==> config.mk <==
export PLATFORM = sky130hd
export DESIGN_NAME = bullet_pool
export DESIGN_NICKNAME = d
export VERILOG_FILES = /design/src/rtl/game_pkg.sv /design/src/rtl/wrap_step.sv /design/src/rtl/bullet_pool.sv
export SDC_FILE = /design/constraint.sdc
export NUM_CORES = 1
export LEC_CHECK = 0
export CAP_MARGIN = 20
export CORE_MARGIN = 2
export CORE_UTILIZATION = 40
export DETAILED_ROUTE_END_ITERATION = 12
export PLACE_DENSITY = 0.56
export SETUP_SLACK_MARGIN = 0.3
export SKIP_CTS_REPAIR_TIMING = 1
export SLEW_MARGIN = 20
export SYNTH_ARGS = -nofsm -noshare
export SYNTH_HDL_FRONTEND = slang
export SYNTH_SLANG_ARGS = --single-unit
==> constraint.sdc <==
create_clock -name clk -period 7.7 [get_ports clk]
set_clock_uncertainty 0.1 [all_clocks]
set_input_delay 1.54 -clock clk [delete_from_list [all_inputs] [get_ports clk]]
set_output_delay 1.54 -clock clk [all_outputs]
set_load 0.05 [all_outputs]
==> src/rtl/game_pkg.sv <==
// Shared screen geometry, heading codes, FSM state encoding and the per-slot
// record used by the bullet pool.
package game_pkg;

  localparam int SCREEN_W = 160;
  localparam int SCREEN_H = 120;

  localparam logic [1:0] DIR_NONE     = 2'b00;
  localparam logic [1:0] DIR_POS      = 2'b01;
  localparam logic [1:0] DIR_NEG      = 2'b10;
  localparam logic [1:0] DIR_NONE_ALT = 2'b11;

  typedef logic [2:0] state_t;
  localparam state_t ST_IDLE  = 3'd0;
  localparam state_t ST_SPAWN = 3'd1;
  localparam state_t ST_ERASE = 3'd2;
  localparam state_t ST_MOVE  = 3'd3;
  localparam state_t ST_DRAW  = 3'd4;
  localparam state_t ST_NEXT  = 3'd5;

  typedef struct packed {
    logic [7:0] x;
    logic [6:0] y;
    logic [1:0] vx;
    logic [1:0] vy;
    logic [5:0] life;
    logic       active;
    logic       drawn;
  } slot_t;

  function automatic logic dir_moves(input logic [1:0] d);
    return !((d == DIR_NONE) || (d == DIR_NONE_ALT));
  endfunction

endpackage

==> src/rtl/wrap_step.sv <==
// One-axis position update: step 2 px in the given heading, wrapping
// modulo the screen extent on that axis.
module wrap_step
  import game_pkg::*;
#(
  parameter int WIDTH   = 8,
  parameter int MODULUS = SCREEN_W
) (
  input  logic [WIDTH-1:0] pos,
  input  logic [1:0]       dir,
  output logic [WIDTH-1:0] next_pos
);

  localparam logic [WIDTH:0] MOD_W = (WIDTH+1)'(MODULUS);
  localparam logic [WIDTH:0] STEP  = (WIDTH+1)'(2);

  logic [WIDTH:0] pos_w;
  logic [WIDTH:0] inc;
  logic [WIDTH:0] dec;

  always_comb begin
    pos_w    = {1'b0, pos};
    inc      = pos_w + STEP;
    dec      = pos_w - STEP;
    next_pos = pos;
    if (dir == DIR_POS) begin
      next_pos = (inc >= MOD_W) ? WIDTH'(inc - MOD_W) : WIDTH'(inc);
    end else if (dir == DIR_NEG) begin
      // dec underflows when pos < 2; adding the modulus folds it back on screen
      next_pos = (pos_w < STEP) ? WIDTH'(dec + MOD_W) : WIDTH'(dec);
    end
  end

endmodule

==> src/rtl/bullet_pool.sv <==
// Fixed pool of bullets: spawns on fire edges, moves all live bullets once per
// tick with erase/redraw requests to a pixel plotter, and honours kill requests.
module bullet_pool
  import game_pkg::*;
#(
  parameter int NUM_BULLETS = 4,
  parameter int TICK_CYCLES = 833333,
  parameter int BULLET_LIFE = 40
) (
  input  logic                   clk,
  input  logic                   reset,
  input  logic                   fire,
  input  logic [7:0]             ship_x,
  input  logic [6:0]             ship_y,
  input  logic [1:0]             dir_x,
  input  logic [1:0]             dir_y,
  input  logic                   hit_valid,
  input  logic [1:0]             hit_idx,
  output logic                   draw_valid,
  output logic [7:0]             draw_x,
  output logic [6:0]             draw_y,
  output logic                   draw_erase,
  input  logic                   draw_ready,
  output logic [NUM_BULLETS-1:0] bullet_active,
  output logic [2:0]             active_count
);

  localparam int             TW          = (TICK_CYCLES > 2) ? $clog2(TICK_CYCLES) : 1;
  localparam logic [TW-1:0]  TICK_RELOAD = TW'(TICK_CYCLES - 1);
  localparam logic [5:0]     LIFE_INIT   = 6'(BULLET_LIFE);
  localparam logic [1:0]     LAST_SLOT   = 2'(NUM_BULLETS - 1);

  state_t        state_q, state_d;
  logic [1:0]    slot_idx_q, slot_idx_d;
  slot_t         slot_q [NUM_BULLETS];
  slot_t         slot_d [NUM_BULLETS];
  logic [TW-1:0] tick_cnt_q, tick_cnt_d;
  logic          tick_pending_q, tick_pending_d;
  logic          fire_pending_q, fire_pending_d;
  logic          fire_prev_q, fire_prev_d;
  logic          draw_valid_q, draw_valid_d;
  logic [7:0]    draw_x_q, draw_x_d;
  logic [6:0]    draw_y_q, draw_y_d;
  logic          draw_erase_q, draw_erase_d;

  slot_t      cur_slot;
  logic [7:0] next_x;
  logic [6:0] next_y;
  logic       handshake;
  logic       free_found;
  logic [1:0] free_idx;
  logic       fire_ok;
  logic       cur_hit;

  assign cur_slot  = slot_q[slot_idx_q];
  assign handshake = draw_valid_q && draw_ready;
  assign fire_ok   = dir_moves(dir_x) || dir_moves(dir_y);
  assign cur_hit   = hit_valid && (hit_idx == slot_idx_q);

  wrap_step #(.WIDTH(8), .MODULUS(SCREEN_W)) u_wrap_x (
    .pos      (cur_slot.x),
    .dir      (cur_slot.vx),
    .next_pos (next_x)
  );

  wrap_step #(.WIDTH(7), .MODULUS(SCREEN_H)) u_wrap_y (
    .pos      (cur_slot.y),
    .dir      (cur_slot.vy),
    .next_pos (next_y)
  );

  // A slot is only reusable once its last pixel has been erased.
  always_comb begin
    free_found = 1'b0;
    free_idx   = '0;
    for (int i = NUM_BULLETS - 1; i >= 0; i--) begin
      if (!slot_q[i].active && !slot_q[i].drawn) begin
        free_found = 1'b1;
        free_idx   = 2'(i);
      end
    end
  end

  always_comb begin
    active_count = '0;
    for (int i = 0; i < NUM_BULLETS; i++) begin
      bullet_active[i] = slot_q[i].active;
      active_count     = active_count + 3'(slot_q[i].active);
    end
  end

  always_comb begin
    state_d        = state_q;
    slot_idx_d     = slot_idx_q;
    slot_d         = slot_q;
    tick_pending_d = tick_pending_q;
    fire_pending_d = fire_pending_q;
    fire_prev_d    = fire;
    draw_valid_d   = draw_valid_q;
    draw_x_d       = draw_x_q;
    draw_y_d       = draw_y_q;
    draw_erase_d   = draw_erase_q;

    case (state_q)
      ST_IDLE: begin
        if (fire_pending_q) begin
          state_d = ST_SPAWN;
        end else if (tick_pending_q) begin
          state_d        = ST_ERASE;
          slot_idx_d     = '0;
          tick_pending_d = 1'b0;
        end
      end
      ST_SPAWN: begin
        if (free_found && fire_ok) begin
          slot_d[free_idx] = '{x: ship_x, y: ship_y, vx: dir_x, vy: dir_y,
                               life: LIFE_INIT, active: 1'b1, drawn: 1'b0};
        end
        fire_pending_d = 1'b0;
        state_d        = ST_IDLE;
      end
      ST_ERASE: begin
        if (!cur_slot.drawn) begin
          state_d = ST_MOVE;
        end else if (handshake) begin
          draw_valid_d                = 1'b0;
          slot_d[slot_idx_q].drawn    = 1'b0;
          state_d                     = ST_MOVE;
        end else if (!draw_valid_q) begin
          draw_valid_d = 1'b1;
          draw_x_d     = cur_slot.x;
          draw_y_d     = cur_slot.y;
          draw_erase_d = 1'b1;
        end
      end
      ST_MOVE: begin
        if (cur_slot.active) begin
          slot_d[slot_idx_q].x    = next_x;
          slot_d[slot_idx_q].y    = next_y;
          slot_d[slot_idx_q].life = cur_slot.life - 6'd1;
          if (cur_slot.life <= 6'd1) begin
            slot_d[slot_idx_q].active = 1'b0;
          end
        end
        state_d = ST_DRAW;
      end
      ST_DRAW: begin
        if (handshake) begin
          draw_valid_d             = 1'b0;
          slot_d[slot_idx_q].drawn = 1'b1;
          state_d                  = ST_NEXT;
        end else if (!draw_valid_q) begin
          // A kill landing this cycle suppresses the redraw of this slot
          if (cur_slot.active && !cur_hit) begin
            draw_valid_d = 1'b1;
            draw_x_d     = cur_slot.x;
            draw_y_d     = cur_slot.y;
            draw_erase_d = 1'b0;
          end else begin
            state_d = ST_NEXT;
          end
        end
      end
      ST_NEXT: begin
        if (slot_idx_q == LAST_SLOT) begin
          state_d = ST_IDLE;
        end else begin
          slot_idx_d = slot_idx_q + 2'd1;
          state_d    = ST_ERASE;
        end
      end
      default: state_d = ST_IDLE;
    endcase

    // Kills override any move result; drawn stays so the next scan erases it.
    if (hit_valid && slot_q[hit_idx].active) begin
      slot_d[hit_idx].active = 1'b0;
    end

    // New requests are merged after the FSM so an edge or tick arriving in the
    // consuming cycle is kept rather than cleared.
    if (fire && !fire_prev_q && fire_ok) begin
      fire_pending_d = 1'b1;
    end

    if (tick_cnt_q == '0) begin
      tick_cnt_d     = TICK_RELOAD;
      tick_pending_d = 1'b1;
    end else begin
      tick_cnt_d = tick_cnt_q - 1'b1;
    end
  end

  always_ff @(posedge clk or negedge reset) begin
    if (!reset) begin
      state_q        <= ST_IDLE;
      slot_idx_q     <= '0;
      slot_q         <= '{default: '0};
      tick_cnt_q     <= TICK_RELOAD;
      tick_pending_q <= 1'b0;
      fire_pending_q <= 1'b0;
      fire_prev_q    <= 1'b0;
      draw_valid_q   <= 1'b0;
      draw_x_q       <= '0;
      draw_y_q       <= '0;
      draw_erase_q   <= 1'b0;
    end else begin
      state_q        <= state_d;
      slot_idx_q     <= slot_idx_d;
      slot_q         <= slot_d;
      tick_cnt_q     <= tick_cnt_d;
      tick_pending_q <= tick_pending_d;
      fire_pending_q <= fire_pending_d;
      fire_prev_q    <= fire_prev_d;
      draw_valid_q   <= draw_valid_d;
      draw_x_q       <= draw_x_d;
      draw_y_q       <= draw_y_d;
      draw_erase_q   <= draw_erase_d;
    end
  end

  assign draw_valid = draw_valid_q;
  assign draw_x     = draw_x_q;
  assign draw_y     = draw_y_q;
  assign draw_erase = draw_erase_q;

endmodule
Word-level counts from Yosys, hierarchy flattened
Index checks and enable logic that the tools add are counted.
- register bits after elaboration: 153
- input port bits: 26
- $add $sub $neg: 14
- order comparisons: 11
- equality and inequality tests: 27
- mux-type cells: 98
- bitwise logic cells: 3
- reductions and logical operators: 42
- operators by type and width (cell ; count):
    bitwise mux 108 bit ; 8
    2-to-1 mux 108 bit ; 7
    case mux 108 bit (4 select lines) ; 1
    demux 27 bit (select 2 bit) ; 7
    binary-select mux 27 bit (select 2 bit) ; 2
    2-to-1 mux 27 bit ; 4
    2-to-1 mux 8 bit ; 11
    2-to-1 mux 7 bit ; 10
    2-to-1 mux 2 bit ; 12
    2-to-1 mux 1 bit ; 21
    2-to-1 mux 3 bit ; 7
    zero test 20 bit ; 1
    2-to-1 mux 20 bit ; 1
    subtractor 20 x 1 -> 20 bit (second input constant) ; 1
    2-to-1 mux 19 bit ; 1
    != test 2 bit (second input constant) ; 9
    case mux 8 bit (2 select lines) ; 1
    case mux 3 bit (5 select lines) ; 1
    logical AND 1 bit ; 14
    case mux 7 bit (2 select lines) ; 1
    zero test 1 bit ; 12
    != test 3 bit (second input constant) ; 4
    == test 2 bit (second input constant) ; 5
    adder 8 x 2 -> 9 bit (second input constant) ; 1
    35 further kinds ; 53

Logic depth before layout (Yosys ltp)
- word-level depth: 18
- gate-level depth with buffers: 14
- gate-level depth less buffers: 12

By module
From an unflattened synthesis, not the netlist that was laid out.
- cells, all modules: 815
- area total of the unflattened synthesis: 8719.6 µm²
- modules (own cells, without submodules) (module ; instances ; cells an instance ; area an instance (µm²) ; sequential area each (µm²)):
    bullet_pool ; 1 ; 637 ; 7495.9 ; 3842.4
    wrap_step at u_wrap_x ; 1 ; 94 ; 684.4 ; 0.0
    wrap_step at u_wrap_y ; 1 ; 84 ; 539.3 ; 0.0

Least setup slack after synthesis
No wires, ideal clock.
- path kind: register to output
- from: reg slot_q (netlist bit bullet_active[0])
- to: out active_count[1]
- data arrival time: 1.762 ns
- required time: 6.060 ns
- setup slack: 4.298 ns
- cell stages (with the launch flop): 6
- buffers on the path: 0
- path through: dfrtp_1 > inv_1 > fa_1 > inv_1 > ha_1 > ha_1
- word-level cells in the longest chain between the ends: 3
- RTL lines (element ; line ; source):
    start: declaration ; bullet_pool.sv:35 ; slot_t slot_q [NUM_BULLETS];
    start signal: assignment ; bullet_pool.sv:210 ; slot_q <= slot_d;
    adder 1 x 1 -> 2 bit ; bullet_pool.sv:88 ; active_count = active_count + 3'(slot_q[i].active);
    adder 2 x 1 -> 3 bit ; bullet_pool.sv:88 ;
    adder 3 x 1 -> 3 bit ; bullet_pool.sv:88 ;
    end: declaration ; bullet_pool.sv:25 ; output logic [2:0] active_count
Every way passes these cells.

Worst setup path in the final report
Ends and elaborated chain as after synthesis.

==> results.ini <==
[clocking]
cts.sinks = 153
clock-root-buffer = clkbuf_16
cts_buffers = 17
clkTransAtPathRegs_ps = 60
clk_latency_ps = 420
ctsLongestPathBuffers = 2
cts.htree.levels = 4
tritoncts = done

[placed_design]
dp_cells = 1084
gp_congestion = 0.830
portBuffers = 49
post-dp-hpwl_um = 14600

[worst_hold_path]
hold_depth = 2
hold_class = reg2reg

[synthesis]
ys_warn_count = 0
syn_area_um2 = 8390
synth.distinct_cells = 76
synth_nets = 853
avgSynthCellArea_um2 = 10.4
synthFlopType = dfrtp_1
synth-edff-count = 0
ys_seq_elements = 153
ys_seq_area_share_pct = 45.8
netlist_instances = 808
synthArstFlopShare_pct = 100

[global_route]
grt_pass1_wl_um = 35800
grt_max_degree = 89
grt_overflow = 0
antenna_found_initial = 0
grt_pass1_vias = 6730
grtUsageTotal_pct = 20.9

[layout]
final_cell_mix = dfrtp_1 (141), nand2_1 (95), nor2_1 (57)
multi_input_area_um2 = 4180
fillCellCount = 1903
ff_latch_area_um2 = 3840
instances_no_fill = 1116
syn2layout_area_growth_pct = 14.1
layout_commonest_cell = dfrtp_1
nNetsFinal = 878
drive_gt1_share_pct = 13.8
n_antenna_cell = 0

[sta]
timing.slew.headroom_pct = 31.2
hold_viol = 0
fin_crit_ps = 4580
hold_slack_ps = 375
rsz0062_at_grt = false
setup_viol = 0
max_freq_mhz = 218
worst-slew-pin-transition_ps = 1030
setup_tns_ps = 0
post-route-period-util_pct = 59.5
slew_violations = 0

[pwr]
max-vdd-ir-drop_mv = 0.177
leakagePower_nw = 4.00
p_per_area_nw_per_um2 = 487
finalPower_mw = 4.66

[worst_setup_path]
cp_slowest_stage_delay_ps = 790
rr_worst_depth = 12
path_class = reg2out
end_kind = output port
critPathTopFamily = adder cells
arrival_ps = 2940
start_kind = flop
worstPathRequired_ps = 6060
critPathSlowestCell = clkdlybuf4s50_1
cp_max_fo = 7
cp_cell_sequence = inv_1 > fa_1 > inv_1 > ha_1 > ha_1 > clkdlybuf4s50_1
crit_cells = 6
path_buf_inv = 3

[drt]
drc = 0
routed_wl_um = 22200
ant_nets = 0
num_vias = 6589
vias_per_cell = 5.90
dr.pass1.iters = 6
drtIter0Drc = 593
wl_per_cell_um = 19.9

[die]
rows = 52
fp.dieW_um = 149
ios = 50
dieArea_um2 = 22200
initial_core_util_pct = 41.1
die_height_um = 149
core_area_um2 = 20400

[outcome]
outcome = complete, no violations

[flow_run]
max-cap-violations = 0

-- metal layers --
layer  GRT usage (%)  vias to the layer above  part of all wire [%]
met1            27.0                     3301                    42
met5               0                        -                     0
met2            35.3                      256                    50
met3            3.88                       38                   6.1
li1                -                     2994                     -
met4            7.90                        0                   2.1
-- tightest hold or removal path, cell delays in order (launching register included) --
cell,delay [ps]
dfrtp_1,340
nand2_1,50
nand3_1,50
-- worst paths after layout --
kind | startpoint | to | slack (ps)
worst max-delay path | bullet_active[0] | active_count[1] | 3120
worst min-delay path | flop | flop | 380
worst max register to register | slot_idx_q[0] | flop | 3640
worst min register to register | flop | flop | 380
max in group asynchronous | reset | slot_idx_q[0] | 4940
min in group asynchronous | reset | tick_cnt_q[17] | 1090
-- synthesized netlist by cell type, types with 8 or more instances --
library cell | count | share of area, %
a21oi_1 | 22 | 1.3
a22o_1 | 8 | 0.83
a22oi_1 | 47 | 4.2
and2_1 | 9 | 0.67
buf_2 | 10 | 0.60
buf_4 | 10 | 0.89
clkbuf_1 | 24 | 1.1
dfrtp_1 | 142 | 42
dfstp_2 | 11 | 3.4
ha_1 | 18 | 2.7
inv_1 | 30 | 1.3
mux2_2 | 22 | 3.0
mux4_2 | 26 | 7.0
nand2_1 | 95 | 4.2
nand3_1 | 25 | 1.5
nor2_1 | 57 | 2.5
nor3_1 | 17 | 1.0
o21ai_0 | 44 | 2.6
o21ai_1 | 22 | 1.3
xnor2_1 | 31 | 3.2
xor2_1 | 9 | 0.94
-- per-stage QoR --
stage          cell area [um^2]  worst slack (ps)  utilization, %
2_1_floorplan              8390              4300               -
3_3_place_gp               9010              3340            44.1
3_5_place_dp               9010              3200            44.1
4_1_cts                    9570              3090            46.9
5_1_grt                    9570              3000            46.9
6_report                   9570              3120            46.9
-- cell families (layout without fill, tap and decap cells) --
kind of cell	count (synthesis)	in the layout	synth area share, %
buffers and inverters	80	118	4.62
AND/OR/NAND/NOR	257	257	14.8
multiplexers	53	53	10.8
flip-flops	153	153	45.8
XOR/XNOR	40	40	4.17
AO/OA/AOI/OAI	206	206	16.9
adder cells (fa/ha/maj)	19	19	2.92
-- final cells by class --
cell class	instances	area share (%)
clock buffers	21	4.81
clock inverters	11	1.03
inverters	30	1.18
multi-input cells	575	43.6
flip-flops and latches	153	40.1
well taps	270	3.53
repair buffers	56	5.68
-- report_power, final --
group	internal, mW	leakage (nW)	switching (mW)
sequential	1.10	1.88	0.236
combinational	0.996	1.85	1.54
clock	0.460	0.269	0.329
No activity file was read; power rests on OpenSTA's default activity.
